**src/rtl/serialula_pkg.sv**
```systemverilog
// Serial ULA control-register layout, baud codes and link scheduler state encoding.
package serialula_pkg;

  localparam int CTRL_MOTOR_BIT   = 7;
  localparam int CTRL_RS423_BIT   = 6;
  localparam int CTRL_RX_BAUD_MSB = 5;
  localparam int CTRL_RX_BAUD_LSB = 3;
  localparam int CTRL_TX_BAUD_MSB = 2;
  localparam int CTRL_TX_BAUD_LSB = 0;

  localparam logic [2:0] BAUD_19200 = 3'b000;
  localparam logic [2:0] BAUD_1200  = 3'b001;
  localparam logic [2:0] BAUD_4800  = 3'b010;
  localparam logic [2:0] BAUD_150   = 3'b011;
  localparam logic [2:0] BAUD_9600  = 3'b100;
  localparam logic [2:0] BAUD_300   = 3'b101;
  localparam logic [2:0] BAUD_2400  = 3'b110;
  localparam logic [2:0] BAUD_75    = 3'b111;

  localparam logic [7:0] CTRL_CAS = 8'h89;
  localparam logic [7:0] CTRL_OFF = 8'h00;

  typedef enum logic [2:0] {
    IDLE,
    CFG_CAS,
    SPINUP,
    WAIT_TONE,
    GNT_CAS,
    CFG_RS,
    GNT_RS,
    RELEASE
  } sched_state_t;

  // RS423 selected, motor off, same baud code for rx and tx.
  function automatic logic [7:0] rs_ctrl(input logic [2:0] baud);
    logic [7:0] v;
    v = CTRL_OFF;
    v[CTRL_RS423_BIT] = 1'b1;
    v[CTRL_RX_BAUD_MSB:CTRL_RX_BAUD_LSB] = baud;
    v[CTRL_TX_BAUD_MSB:CTRL_TX_BAUD_LSB] = baud;
    return v;
  endfunction

endpackage

```
**src/rtl/sched_timer.sv**
```systemverilog
// Loadable down-counter that holds at zero; zero flags the terminal count.
module sched_timer #(
  parameter int W = 24
) (
  input  logic         clk,
  input  logic         reset,
  input  logic         load,
  input  logic         en,
  input  logic [W-1:0] load_val,
  output logic         zero
);

  logic [W-1:0] count;

  always_ff @(posedge clk or posedge reset) begin
    if (reset) begin
      count <= '0;
    end else if (load) begin
      count <= load_val;
    end else if (en && (count != '0)) begin
      count <= count - 1'b1;
    end
  end

  assign zero = (count == '0);

endmodule

```
**src/rtl/serial_link_sched.sv**
```systemverilog
// Arbitrates the serial ULA between cassette and RS423 users and sequences the control register.
// Macro SERIAL_LINK_TONE_WAIT_EN adds the high-tone wait (and tone_err) after motor spin-up.
module serial_link_sched
  import serialula_pkg::*;
#(
  parameter logic [23:0] SPINUP_CYCLES = 24'd61538,
  parameter logic [23:0] TONE_TIMEOUT  = 24'd6153846,
  parameter logic [2:0]  RS_BAUD       = 3'b000
) (
  input  logic       clk,
  input  logic       reset,
  input  logic       cas_req,
  input  logic       rs_req,
  input  logic       dcd,
  output logic       cas_gnt,
  output logic       rs_gnt,
  output logic [7:0] ctrl_data,
  output logic       ctrl_wr,
  output logic       tone_err
);

  // state     | meaning
  // IDLE      | link free, arbitrating requests
  // CFG_CAS   | motor-on/cassette write strobed, spin-up timer loading
  // SPINUP    | waiting for the motor to reach speed
  // WAIT_TONE | waiting for dcd, bounded by the tone timeout
  // GNT_CAS   | cassette owns the link
  // CFG_RS    | RS423 config write strobed
  // GNT_RS    | RS423 owns the link
  // RELEASE   | motor-off write strobed

  sched_state_t state;
  logic         prefer_cas;
  logic         tmr_load;
  logic         tmr_en;
  logic         tmr_zero;
  logic [23:0]  tmr_val;

  assign tmr_load = (state == CFG_CAS) || ((state == SPINUP) && tmr_zero);
  assign tmr_en   = (state == SPINUP) || (state == WAIT_TONE);
  assign tmr_val  = (state == CFG_CAS) ? SPINUP_CYCLES : TONE_TIMEOUT;

  sched_timer #(.W(24)) u_timer (
    .clk      (clk),
    .reset    (reset),
    .load     (tmr_load),
    .en       (tmr_en),
    .load_val (tmr_val),
    .zero     (tmr_zero)
  );

`ifndef SERIAL_LINK_TONE_WAIT_EN
  logic unused_dcd;
  assign unused_dcd = dcd;
`endif

  always_ff @(posedge clk or posedge reset) begin
    if (reset) begin
      state      <= IDLE;
      cas_gnt    <= 1'b0;
      rs_gnt     <= 1'b0;
      ctrl_wr    <= 1'b0;
      ctrl_data  <= CTRL_OFF;
      tone_err   <= 1'b0;
      prefer_cas <= 1'b1;
    end else begin
      ctrl_wr <= 1'b0;
      case (state)
        IDLE: begin
          if (cas_req && (prefer_cas || !rs_req)) begin
            state      <= CFG_CAS;
            ctrl_wr    <= 1'b1;
            ctrl_data  <= CTRL_CAS;
            prefer_cas <= 1'b0;
          end else if (rs_req) begin
            state      <= CFG_RS;
            ctrl_wr    <= 1'b1;
            ctrl_data  <= rs_ctrl(RS_BAUD);
            prefer_cas <= 1'b1;
          end
        end
        CFG_CAS: state <= SPINUP;
        SPINUP: begin
          if (!cas_req) begin
            state     <= RELEASE;
            ctrl_wr   <= 1'b1;
            ctrl_data <= CTRL_OFF;
          end else if (tmr_zero) begin
`ifdef SERIAL_LINK_TONE_WAIT_EN
            state   <= WAIT_TONE;
`else
            state   <= GNT_CAS;
            cas_gnt <= 1'b1;
`endif
          end
        end
        WAIT_TONE: begin
`ifdef SERIAL_LINK_TONE_WAIT_EN
          // dcd on the terminal cycle still wins over the timeout
          if (!cas_req) begin
            state     <= RELEASE;
            ctrl_wr   <= 1'b1;
            ctrl_data <= CTRL_OFF;
          end else if (dcd) begin
            state    <= GNT_CAS;
            cas_gnt  <= 1'b1;
            tone_err <= 1'b0;
          end else if (tmr_zero) begin
            state     <= RELEASE;
            tone_err  <= 1'b1;
            ctrl_wr   <= 1'b1;
            ctrl_data <= CTRL_OFF;
          end
`else
          state <= IDLE;
`endif
        end
        GNT_CAS: begin
          if (!cas_req) begin
            state     <= RELEASE;
            cas_gnt   <= 1'b0;
            ctrl_wr   <= 1'b1;
            ctrl_data <= CTRL_OFF;
          end
        end
        CFG_RS: begin
          state  <= GNT_RS;
          rs_gnt <= rs_req;
        end
        GNT_RS: begin
          if (!rs_req) begin
            state  <= IDLE;
            rs_gnt <= 1'b0;
          end
        end
        RELEASE: state <= IDLE;
        default: state <= IDLE;
      endcase
    end
  end

endmodule

```
**config.mk**
```make
export PLATFORM = sky130hd
export DESIGN_NAME = serial_link_sched
export DESIGN_NICKNAME = d
export VERILOG_FILES = /design/src/rtl/serialula_pkg.sv /design/src/rtl/sched_timer.sv /design/src/rtl/serial_link_sched.sv
export SDC_FILE = /design/constraint.sdc
export NUM_CORES = 1
export LEC_CHECK = 0
export BUFFER_PORTS_ARGS = -buffer_cell sky130_fd_sc_hd__buf_4
export CORE_ASPECT_RATIO = 0.8
export CORE_UTILIZATION = 52
export CTS_CLUSTER_SIZE = 10
export DETAILED_ROUTE_END_ITERATION = 6
export PLACE_DENSITY = 0.82
export SLEW_MARGIN = 20
export SYNTH_ARGS = -nofsm -noshare
export SYNTH_HDL_FRONTEND = slang
export SYNTH_SLANG_ARGS = --single-unit
```
**constraint.sdc**
```tcl
create_clock -name clk -period 2 [get_ports clk]
set_input_delay 0.4 -clock clk [delete_from_list [all_inputs] [get_ports clk]]
set_output_delay 0.4 -clock clk [all_outputs]
set_load 0.02 [all_outputs]
```
Word level (Yosys, flattened, before mapping)
Cells that the tools add are included.
{"block": "classes", "reduce_logical": 22, "eq_ne": 14, "add_sub_neg": 1, "mux": 26}
{"operator": "$mux W24", "count": 2}
{"operator": "$logic_not A24 Y1", "count": 1}
{"operator": "$mux W8", "count": 3}
{"operator": "$reduce_bool A24 Y1", "count": 1}
{"operator": "$sub A24 B1 Y24 const B", "count": 1}
{"operator": "$mux W23", "count": 1}
{"operator": "$pmux W3 S7", "count": 1}
{"operator": "$mux W3", "count": 6}
{"operator": "$pmux W8 S2", "count": 1}
{"operator": "$eq A3 B3 Y1 const B", "count": 4}
{"operator": "$ne A2 B2 Y1 const B", "count": 5}
{"operator": "$reduce_bool A2 Y1", "count": 5}
{"operator": "$mux W1", "count": 9}
{"operator": "$reduce_and A4 Y1", "count": 2}
{"operator": "$eq A3 B2 Y1 const B", "count": 2}
{"operator": "$ne A3 B3 Y1 const B", "count": 2}
{"operator": "$pmux W1 S2", "count": 3}
{"operator": "$reduce_and A2 Y1", "count": 2}
{"operator": "$reduce_or A2 Y1", "count": 2}
{"operator": "$eq A3 B1 Y1 const B", "count": 1}
{"operator": "$logic_and A1 B1 Y1", "count": 3}
{"operator": "$logic_not A3 Y1", "count": 1}
{"operator": "$logic_or A1 B1 Y1", "count": 3}
{"operator": "$reduce_and A3 Y1", "count": 1}
{"operator": "$logic_not A1 Y1", "count": 1}
{"block": "totals", "register_bits": 39, "output_inout_bits": 12, "in_bits": 5, "wordCells": 70}

Depth between registers and ports, before layout
Gate-level depths: netlist of the first run.
{"block": "depth", "word_depth": 5, "mapped_depth": 8, "depth_no_buf": 7}

Cells and area by module
A second synthesis of the first run with hierarchy kept.
{"block": "unflattened", "cells_unflattened": 225, "hier_area_um2": 2054.5}
{"module": "sched_timer", "n_inst": 1, "seq_area_each_um2": 600.6, "cells_per_inst": 162, "area_each_um2": 1495.2}
{"module": "serial_link_sched", "n_inst": 1, "seq_area_each_um2": 226.5, "cells_per_inst": 63, "area_each_um2": 559.3}

Worst setup path after synthesis of the first run
No wires, ideal clock.
{"block": "synth_path", "kind": "register to register", "start": "reg u_timer.count[16]", "end": "reg u_timer.count[22]", "synth_period_minus_slack_ps": 1976, "required_ps": 1868, "n_path_buf": 0, "t_arrival_ps": 1844, "slack_ps": 24, "path_stages_with_launch": 6, "setup_time_ps": 132, "cell_sequence": "dfrtp_1 > or4_1 > or3_1 > o31a_1 > nor3_1 > o22ai_1"}
{"block": "synth_via", "elab_chain_len": 4, "word_cells_on_any_way": 9, "classes_between": "1 x add/sub; 2 x mux; 6 x reduce/logical"}
{"element": "from (decl)", "line_no": "sched_timer.sv:13", "source": "logic [W-1:0] count;"}
{"element": "from (signal assigned)", "line_no": "sched_timer.sv:19", "source": "count <= load_val;"}
{"element": "from (signal assigned)", "line_no": "sched_timer.sv:21", "source": "count <= count - 1'b1;"}
{"element": "parallel branches: the longest is 4 deep, another holds $sub A24 B1 Y24"}
Several ways; the timed one is not identified. The select of a mux whose other input is x is not followed.
A chain may end at the register's enable or synchronous reset.

Final worst setup path of the first run
{"block": "layout_path", "start": "reg u_timer.count[1]", "end": "reg u_timer.count[17]"}
The elaborated chain is that of the path after synthesis.

==> flow_metrics.env, run 1 <==
export IMPL_status="complete, but fails checks"
export IMPL_violations="negative setup slack"
export IMPL_numCtsBuffers=5
export IMPL_leakage_nw=1.162
export IMPL_yosysTopAreaCell="dfrtp_1"
export IMPL_path_cells="buf_4 > buf_4 > or4_4 > nor2_4 > buf_6 > nand4_1 > xor2_2 > nor2_4"
export IMPL_grt_max_degree=34
export IMPL_yosysTopAreaCellShare=0.3893
export IMPL_clk_pin_slew_ns=0.07
export IMPL_drive_gt1_frac=0.3891
export IMPL_grt_pass1_vias=1902
export IMPL_setup_violations=3
export IMPL_grtUsageTotal=0.2969
export IMPL_grt_overflow_total=0
export IMPL_worst_path_max_fanout=4
export IMPL_dr_pass1_iters=5
export IMPL_syn_area_mm2=0.002057
export IMPL_synth_top_flop_cell="dfrtp_1"
export IMPL_grt_pass1_wl_um=9315
export IMPL_antenna_found_initial=0
export IMPL_yosys_cell_types_count=53
export IMPL_gp_routability_congestion=0.9235
export IMPL_die_w_um=72.32
export IMPL_end_kind="flop"
export IMPL_crit_path_max_incr_delay_ns=0.58
export IMPL_worstHoldPathType="in -> async"
export IMPL_start_util=0.5408
export IMPL_synth_edf_count=0
export IMPL_slowest_stage="or4_4"
export IMPL_vias_per_cell=6.172
export IMPL_post_route_period_util=1.027
export IMPL_cp_start_kind="flop"
export IMPL_relSlewSlack=0.5648
export IMPL_synth_area_per_cell_um2=8.790
export IMPL_swShare=0.4502
export IMPL_synth_seq_area_share=0.4021
export IMPL_hold_buffers=0
export IMPL_fin_crit_ns=2.054
export IMPL_drc=0
export IMPL_yosysWarnings=1
export IMPL_root_buffer="clkbuf_8"
export IMPL_die_area_mm2=0.004213
export IMPL_finalClockSkew_ns=0.006599
export IMPL_post_synth_top_count_cell="dfrtp_1"
export IMPL_dpl_hpwl_um=4085
export IMPL_clockBufferDepth=2
export IMPL_ioPinCount=17
export IMPL_synth_commonest_cells="dfrtp_1, nor2_1, a21oi_1"
export IMPL_hold_viol_final=0
export IMPL_nets=299
export IMPL_die_y_um=58.26
export IMPL_synth_seq_cells=33
export IMPL_antenna_cells=0
export IMPL_crit_type="reg -> reg"
export IMPL_maxSlewViolCount=0
export IMPL_ir_worst_vdd_mv=0.9147
export IMPL_maxCapViolCount=0
export IMPL_p_comb_frac=0.568
export IMPL_clkLatencyLatePin_ns=0.29
export IMPL_rows=20
export IMPL_max_freq_mhz=486.9
export IMPL_worst_slack_ns=-0.05371
export IMPL_critPathRequiredTime_ns=2.18
export IMPL_port_buffers=10
export IMPL_clockPowerShare=0.123
export IMPL_worstPathArrival_ns=2.24
export IMPL_core_area_mm2=0.003804
export IMPL_num_vias=2148
export IMPL_routed_wl_um=6191
export IMPL_cts_tree="done"
export IMPL_seqPwrFrac=0.309
export IMPL_async_flop_share=1.000
export IMPL_detailedPlace_worstSlack_ns=-0.03803
export IMPL_hold_ws_ns=0.1991
export IMPL_first_iter_violations=292
export IMPL_syn_to_final_growth_pct=37.35
export IMPL_syn_inst=234
export IMPL_wl_per_cell_um=17.79
export IMPL_synth_area_top_cells="dfrtp_1, a21oi_1, xor2_1, o21ai_0, nor2_1"
export IMPL_grt_setup_unrepaired="true"
export IMPL_clock_sinks=33
export IMPL_htreeDepth=2
export IMPL_regToRegStartpoint="u_timer.count[1]$_DFFE_PP0P_"
export IMPL_critPathLaunch="u_timer.count[1]$_DFFE_PP0P_"
export IMPL_ant_nets=0
export IMPL_power_switching_w=0.001796
export IMPL_tightest_slew_ns=0.6484
export IMPL_power_density_mw_per_mm2=1412
export IMPL_p_int_w=0.002194
[cell families after synthesis]
group           after synthesis  synth area share
compound gates               66            0.2105
mux                           3           0.01521
flops                        33            0.4021
other cells                   1          0.001823
simple gates                 89            0.2457
buf+inv                      30           0.06995
xor+xnor                     10           0.04258
fa+ha+maj                     2           0.01216
[routing by layer]
metal	wire (um)	global-route usage	up-vias
met1	2673	0.4191	1033
met3	535	0.08348	11
li1	-	-	989
met4	113	0.1232	0
met5	0	0	-
met2	2869	0.4286	115
[power by group through the flow]
stage | combinational, W | clock [W] | sequential (W)
floorplan | 0.00114 | 0 | 0.00118
global placement | 0.00184 | 0 | 0.00118
detailed placement | 0.00190 | 0 | 0.00119
CTS | 0.00194 | 0.000497 | 0.00119
global route | 0.00244 | 0.000529 | 0.00126
finish | 0.00227 | 0.000489 | 0.00123
[cells in the final DEF (no fill, tap or decap), drive strengths merged, types with 4 or more instances in the layout]
master	n
nor3	15
xor2	9
nor2	18
o21ai	16
nand2	13
clkbuf	6
or4	4
inv	10
o211ai	6
o22ai	4
dfrtp	32
nand3	9
or3	5
a21oi	16
o31ai	5
nand4	7
conb	5
nor4	9
buf	66
[layout make-up]
type                       count  area, um2
inverter                      11      41.29
multi-input combinational    175       1282
clock inverter                 2      10.01
sequential                    33      827.0
tap                           55      68.82
clock buffer                   6      72.57
timing repair buffer          66      523.0
fill                         279      978.4
[state kept, by name, indices dropped and copies added (netlist names)]
register and cells:
cas_gnt 1, ctrl_wr 1, u_timer.count 24, prefer_cas 1
state 3, ctrl_data 2, rs_gnt 1
[final timing paths]
path                                                  to  slack, ns  cells after the start
min                        u_timer.count[23]$_DFFE_PP0P_       0.20                      3
max reg2reg                u_timer.count[17]$_DFFE_PP0P_      -0.05                      8
min in group clk                  prefer_cas$_DFFE_PP1P_       0.43                      3
max                        u_timer.count[17]$_DFFE_PP0P_      -0.05                      8
min reg2reg                     ctrl_data[6]$_DFFE_PP0P_       0.51                      1
max in group asynchronous         prefer_cas$_DFFE_PP1P_       1.46                      3
[through the flow]
| step | instances | total power [W] | utilization | area [um2] | setup TNS, ns |
|---|---|---|---|---|---|
| 2_1_floorplan | 238 | 0.002315 | - | 2072 | 0 |
| 3_3_place_gp | 332 | 0.003019 | 0.6536 | 2486 | -0.006477 |
| 3_5_place_dp | 332 | 0.003096 | 0.6536 | 2486 | -0.09566 |
| 4_1_cts | 340 | 0.003625 | 0.6849 | 2605 | -0.01112 |
| 5_1_grt | 348 | 0.004224 | 0.7428 | 2825 | -1.121 |
| 6_report | 348 | 0.003990 | 0.7428 | 2825 | -0.1046 |
[what timing repair did]
action                                  4_1_cts  5_1_grt
setup buffers                                 0        8
endpoints found under the setup margin       18       25
pin swaps                                     1       13
cloned                                        0        0
gates resized for setup                       8       37
[worst max-delay path: cells and delay by family (launching register included)]
family	cells	cell delay, ns
AND/OR/NAND/NOR	4	0.93
buffers and inverters	3	0.41
flip-flops	1	0.40
XOR/XNOR	1	0.21
Power figures use the tool's default switching activity.
==> run 2: changes to the inputs <==
ABC_AREA = 1   (was not set)
PLACE_DENSITY = 0.81   (was 0.82)
==> flow_metrics.env, run 2 <==
export IMPL_clockBufferDepth=2
export IMPL_maxSlewViolCount=0
export IMPL_grt_setup_unrepaired="false"
export IMPL_wl_per_cell_um=13.01
export IMPL_syn_inst=332
export IMPL_worst_path_max_fanout=12
export IMPL_gp_routability_congestion=0.9794
export IMPL_leakage_nw=1.261
export IMPL_grt_pass1_vias=2027
export IMPL_drc=0
export IMPL_clock_sinks=33
export IMPL_cts_setup_buffers=0
export IMPL_yosysTopAreaCell="dfrtp_1"
export IMPL_fin_crit_ns=1.772
export IMPL_grt_max_degree=34
export IMPL_dpl_hpwl_um=4051
export IMPL_hold_buffers=0
export IMPL_place_area_mm2=0.002414
export IMPL_cts_resized=0
export IMPL_regToRegStartpoint="u_timer.count[0]$_DFFE_PP0P_"
export IMPL_routed_wl_um=5283
export IMPL_antenna_cells=0
export IMPL_synth_edf_count=0
export IMPL_reg2regPathDepth=14
export IMPL_rows=21
export IMPL_synth_seq_area_share=0.3594
export IMPL_report_power_total_w=0.003702
export IMPL_num_vias=2153
export IMPL_die_w_um=76.37
export IMPL_syn_to_final_growth_pct=8.646
export IMPL_status="finished clean"
export IMPL_grtUsageTotal=0.2645
export IMPL_critPathRequiredTime_ns=2.19
export IMPL_worst_r2r_endpoint="u_timer.count[22]$_DFFE_PP0P_"
export IMPL_dr_pass1_iters=5
export IMPL_largestRegisters="u_timer.count (24), state (3), ctrl_data (2)"
export IMPL_nets=355
export IMPL_fill_cells=405
export IMPL_core_area_mm2=0.004204
export IMPL_async_flop_share=1.000
export IMPL_clk_pin_slew_ns=0.07
export IMPL_cp_start_kind="flop"
export IMPL_layout_common_cells="nand2_1, nor2_1, inv_1"
export IMPL_power_density_mw_per_mm2=1481
export IMPL_port_buffers=10
export IMPL_finalInstanceArea_mm2=0.002500
export IMPL_syn_area_mm2=0.002301
export IMPL_grt_overflow_total=0
export IMPL_vias_per_cell=5.303
export IMPL_rrSetupSlack_ns=0.23
export IMPL_root_buffer="clkbuf_8"
export IMPL_clkLatencyLatePin_ns=0.29
export IMPL_worstPathArrival_ns=1.96
export IMPL_yosysWarnings=1
export IMPL_grt_pass1_wl_um=9466
export IMPL_worstHoldPathType="in -> async"
export IMPL_setup_violations=0
export IMPL_finalClockSkew_ns=0.007789
export IMPL_largest_register_ffs=24
export IMPL_synth_seq_cells=33
export IMPL_crit_type="reg -> reg"
export IMPL_synth_commonest_cells="nand2_1, nor2_1, inv_1"
export IMPL_ioPinCount=17
export IMPL_synth_area_per_cell_um2=6.931
export IMPL_hold_viol_final=0
export IMPL_post_route_period_util=0.8858
export IMPL_yosysTopAreaCellShare=0.3480
export IMPL_synth_top_flop_cell="dfrtp_1"
export IMPL_maxCapViolCount=0
export IMPL_die_y_um=61.50
export IMPL_first_iter_violations=175
export IMPL_multi_input_area_mm2=0.001244
export IMPL_setup_tns_ns=0
export IMPL_start_util=0.5473
export IMPL_die_area_mm2=0.004696
export IMPL_drive_gt1_frac=0.1547
export IMPL_ff_latch_area_um2=827.0
export IMPL_ant_nets=0
export IMPL_crit_end="u_timer.count[22]$_DFFE_PP0P_"
export IMPL_htreeDepth=2
export IMPL_synth_area_top_cells="dfrtp_1, nand2_1, nor2_1, inv_1, nand3_1"
export IMPL_regMostFlops="u_timer.count"
export IMPL_ir_worst_vdd_mv=0.8091
export IMPL_antenna_found_initial=0
export IMPL_max_freq_mhz=564.5
export IMPL_post_synth_top_count_cell="nand2_1"
export IMPL_yosys_cell_types_count=34
export IMPL_cts_tree="done"
export IMPL_numCtsBuffers=5
export IMPL_critPathLaunch="u_timer.count[0]$_DFFE_PP0P_"
export IMPL_final_common_cell="nand2_1"
export IMPL_end_kind="flop"
## run 2: worst min path at each step
| stage | to | slack (ns) |
|---|---|---|
| floorplan | prefer_cas$_DFFE_PP1P_ | 0.46 |
| global placement | prefer_cas$_DFFE_PP1P_ | 0.47 |
| detailed placement | prefer_cas$_DFFE_PP1P_ | 0.49 |
| CTS | u_timer.count[9]$_DFFE_PP0P_ | 0.21 |
| global route | u_timer.count[9]$_DFFE_PP0P_ | 0.24 |
| finish | u_timer.count[9]$_DFFE_PP0P_ | 0.20 |
## run 2: power by group
group	internal, W	leakage, nW	total (W)	switching [W]
sequential	0.000938	0.404	0.00122	0.000284
combinational	0.000679	0.814	0.00198	0.00130
clock	0.000240	0.0439	0.000498	0.000258
## run 2: layout make-up
cell class | instances | share of cell area
Clock inverter | 3 | 0.007007
Inverter | 41 | 0.06356
Multi-Input combinational cell | 252 | 0.4975
Sequential cell | 33 | 0.3308
Clock buffer | 5 | 0.02753
Timing Repair Buffer | 15 | 0.04505
Tap cell | 57 | 0.02853
## run 2: cell families after synthesis
kind of cell             count (synthesis)  synth area share
adder cells (fa/ha/maj)                  2           0.01087
AO/OA/AOI/OAI                           26           0.06471
XOR/XNOR                                 6           0.02284
AND/OR/NAND/NOR                        213            0.4339
other                                    1          0.001630
buffers and inverters                   51            0.1066
flip-flops                              33            0.3594
## run 2: critical path, cell delays in order, from the launching register on
cell and delay (ns):
dfrtp_1 0.36, inv_1 0.12, ha_1 0.21, inv_1 0.05
nor2_1 0.08, nand2_1 0.05, nor2_1 0.08, nand3_1 0.10
nor2_2 0.16, nor2_2 0.06, buf_4 0.19, nand2_1 0.07
nand2_1 0.04, nand2_1 0.07, inv_1 0.03
## run 2: stage by stage
step | setup WS [ns] | hold WS (ns) | utilization | cells
floorplan | 0.4279 | 0.4570 | - | 336
global placement | 0.2679 | 0.4677 | 0.5741 | 398
finish | 0.2284 | 0.1970 | 0.5946 | 406
detailed placement | 0.2260 | 0.4853 | 0.5741 | 398
CTS | 0.2138 | 0.2121 | 0.5946 | 406
global route | 0.03233 | 0.2416 | 0.5946 | 406
## run 2: metal layers
layer / routed length [um] / share of wire / global-route usage / up-vias
met3: 354 / 0.067 / 0.04889 / 7
met2: 2263 / 0.43 / 0.4311 / 69
met5: 0 / 0 / 0 / -
met4: 55 / 0.010 / 0.06593 / 0
met1: 2610 / 0.49 / 0.3706 / 1013
li1: - / - / - / 1064
==> run 3: changes to the inputs <==
ABC_AREA = not set   (was 1)
CELL_PAD_IN_SITES_DETAIL_PLACEMENT = 0   (was not set)
CELL_PAD_IN_SITES_GLOBAL_PLACEMENT = 1   (was not set)
CORE_UTILIZATION = 41   (was 52)
PLACE_DENSITY = 0.83   (was 0.81)
==> flow_metrics.env, run 3 (synthesis gave the netlist of run 1 again) <==
export IMPL_grtUsageTotal=0.2501
export IMPL_swShare=0.4308
export IMPL_maxCapViolCount=0
export IMPL_maxSlewViolCount=0
export IMPL_ant_nets=0
export IMPL_syn_to_final_growth_pct=45.86
export IMPL_largestRegisters="u_timer.count (24), state (3), ctrl_data (2)"
export IMPL_die_area_mm2=0.005306
export IMPL_worst_slack_ns=-0.1151
export IMPL_rrSetupSlack_ns=-0.12
export IMPL_die_w_um=81.19
export IMPL_worstHoldPathType="in -> async"
export IMPL_relSlewSlack=0.4481
export IMPL_root_buffer="clkbuf_8"
export IMPL_largest_register_ffs=24
export IMPL_gp_routability_congestion=0.9041
export IMPL_cp_start_kind="flop"
export IMPL_antenna_cells=0
export IMPL_numCtsBuffers=5
export IMPL_p_comb_frac=0.555
export IMPL_hold_buffers=0
export IMPL_p_int_w=0.002399
export IMPL_clockBufferDepth=2
export IMPL_report_power_total_w=0.004215
export IMPL_htreeDepth=2
export IMPL_grt_max_degree=34
export IMPL_grt_overflow_total=0
export IMPL_power_density_mw_per_mm2=1405
export IMPL_grt_pass1_vias=2019
export IMPL_layout_common_cells="buf_4, dfrtp_1, nor2_1"
export IMPL_first_iter_violations=193
export IMPL_clock_sinks=33
export IMPL_end_kind="flop"
export IMPL_status="complete, but fails checks"
export IMPL_grt_pass1_wl_um=9832
export IMPL_vias_per_cell=5.899
export IMPL_setup_violations=8
export IMPL_worst_path_max_fanout=6
export IMPL_drive_gt1_frac=0.4221
export IMPL_clockPowerShare=0.154
export IMPL_rows=22
export IMPL_post_route_period_util=1.058
export IMPL_dr_pass1_iters=5
export IMPL_start_util=0.4370
export IMPL_finalClockSkew_ns=0.01286
export IMPL_num_vias=2171
export IMPL_grt_setup_unrepaired="true"
export IMPL_cts_tree="done"
export IMPL_final_common_cell="buf_4"
export IMPL_port_buffers=10
export IMPL_die_y_um=65.36
export IMPL_power_switching_w=0.001816
export IMPL_routed_wl_um=6637
export IMPL_wl_per_cell_um=18.04
export IMPL_hold_viol_final=0
export IMPL_nets=314
export IMPL_drc=0
export IMPL_ir_worst_vdd_mv=0.7673
export IMPL_clk_pin_slew_ns=0.08
export IMPL_leakage_nw=1.261
export IMPL_antenna_found_initial=0
export IMPL_dpl_hpwl_um=4283
export IMPL_ioPinCount=17
export IMPL_clkLatencyLatePin_ns=0.29
export IMPL_crit_type="reg -> reg"
export IMPL_tightest_slew_ns=0.8223
export IMPL_worstPathArrival_ns=2.29
export IMPL_setup_tns_ns=-0.3041
export IMPL_seqPwrFrac=0.291
export IMPL_fin_crit_ns=2.115
export IMPL_regMostFlops="u_timer.count"
export IMPL_core_area_mm2=0.004707
export IMPL_max_freq_mhz=472.8
export IMPL_violations="negative setup slack"
export IMPL_critPathRequiredTime_ns=2.17
-- run 3: metrics by stage --
stage	std cells	area [um2]	util	setup WS, ns	hold slack (ns)
final	368	3000	0.6374	-0.1151	0.1994
after global routing	368	3000	0.6374	-0.2004	0.2534
after CTS	358	2729	0.5797	-0.03728	0.2061
after detailed placement	348	2562	0.5444	-0.03945	0.4933
after global placement	348	2562	0.5444	-0.007812	0.4819
after floorplan	238	2072	-	0.02370	0.4649
-- run 3: final cells by class --
cell class / count / area (um2)
Clock inverter: 1 / 30.03
Clock buffer: 7 / 86.33
Multi-Input combinational cell: 175 / 1291
Inverter: 11 / 41.29
Fill cell: 388 / 1707
Tap cell: 60 / 75.07
Sequential cell: 33 / 827.0
Timing Repair Buffer: 81 / 649.4
-- run 3: worst max-delay path, cell delays in order, from the launching register on --
cell,delay (ns)
dfrtp_1,0.41
buf_6,0.15
nor4_2,0.25
buf_4,0.17
nand4_1,0.21
buf_6,0.23
nor3_4,0.18
buf_6,0.15
a21oi_2,0.03
o31ai_1,0.24
-- run 3: worst paths after layout --
kind                                                     from                            end  cells after the start
max in group asynchronous                               reset         prefer_cas$_DFFE_PP1P_                      3
worst max register to register  u_timer.count[12]$_DFFE_PP0P_   u_timer.count[9]$_DFFE_PP0P_                      9
worst max-delay path            u_timer.count[12]$_DFFE_PP0P_   u_timer.count[9]$_DFFE_PP0P_                      9
worst min register to register       ctrl_data[6]$_DFFE_PP0P_       ctrl_data[6]$_DFFE_PP0P_                      1
min in group clk                                       rs_req         prefer_cas$_DFFE_PP1P_                      3
worst min-delay path                                    reset  u_timer.count[21]$_DFFE_PP0P_                      3
-- run 3: routing by layer --
metal,share of wire,wire length [um],global-route usage,vias up
met4,0.020,136,0.09152,0
met3,0.065,431,0.05278,15
met2,0.46,3054,0.3718,104
met5,0,0,0,-
met1,0.45,3015,0.3553,1041
li1,-,-,-,1011
-- run 3: what timing repair did --
item,in CTS,in global routing
cloned,0,2
setup endpoints to repair,14,27
resized for setup,7,46
pin swaps,2,16
setup buffers,2,8
-- run 3: power groups by stage --
stage / clock network [W] / registers, W / logic [W]
finish: 0.000650 / 0.00123 / 0.00234
global route: 0.000688 / 0.00126 / 0.00254
CTS: 0.000662 / 0.00118 / 0.00207
detailed placement: 0 / 0.00118 / 0.00203
global placement: 0 / 0.00118 / 0.00200
floorplan: 0 / 0.00118 / 0.00114
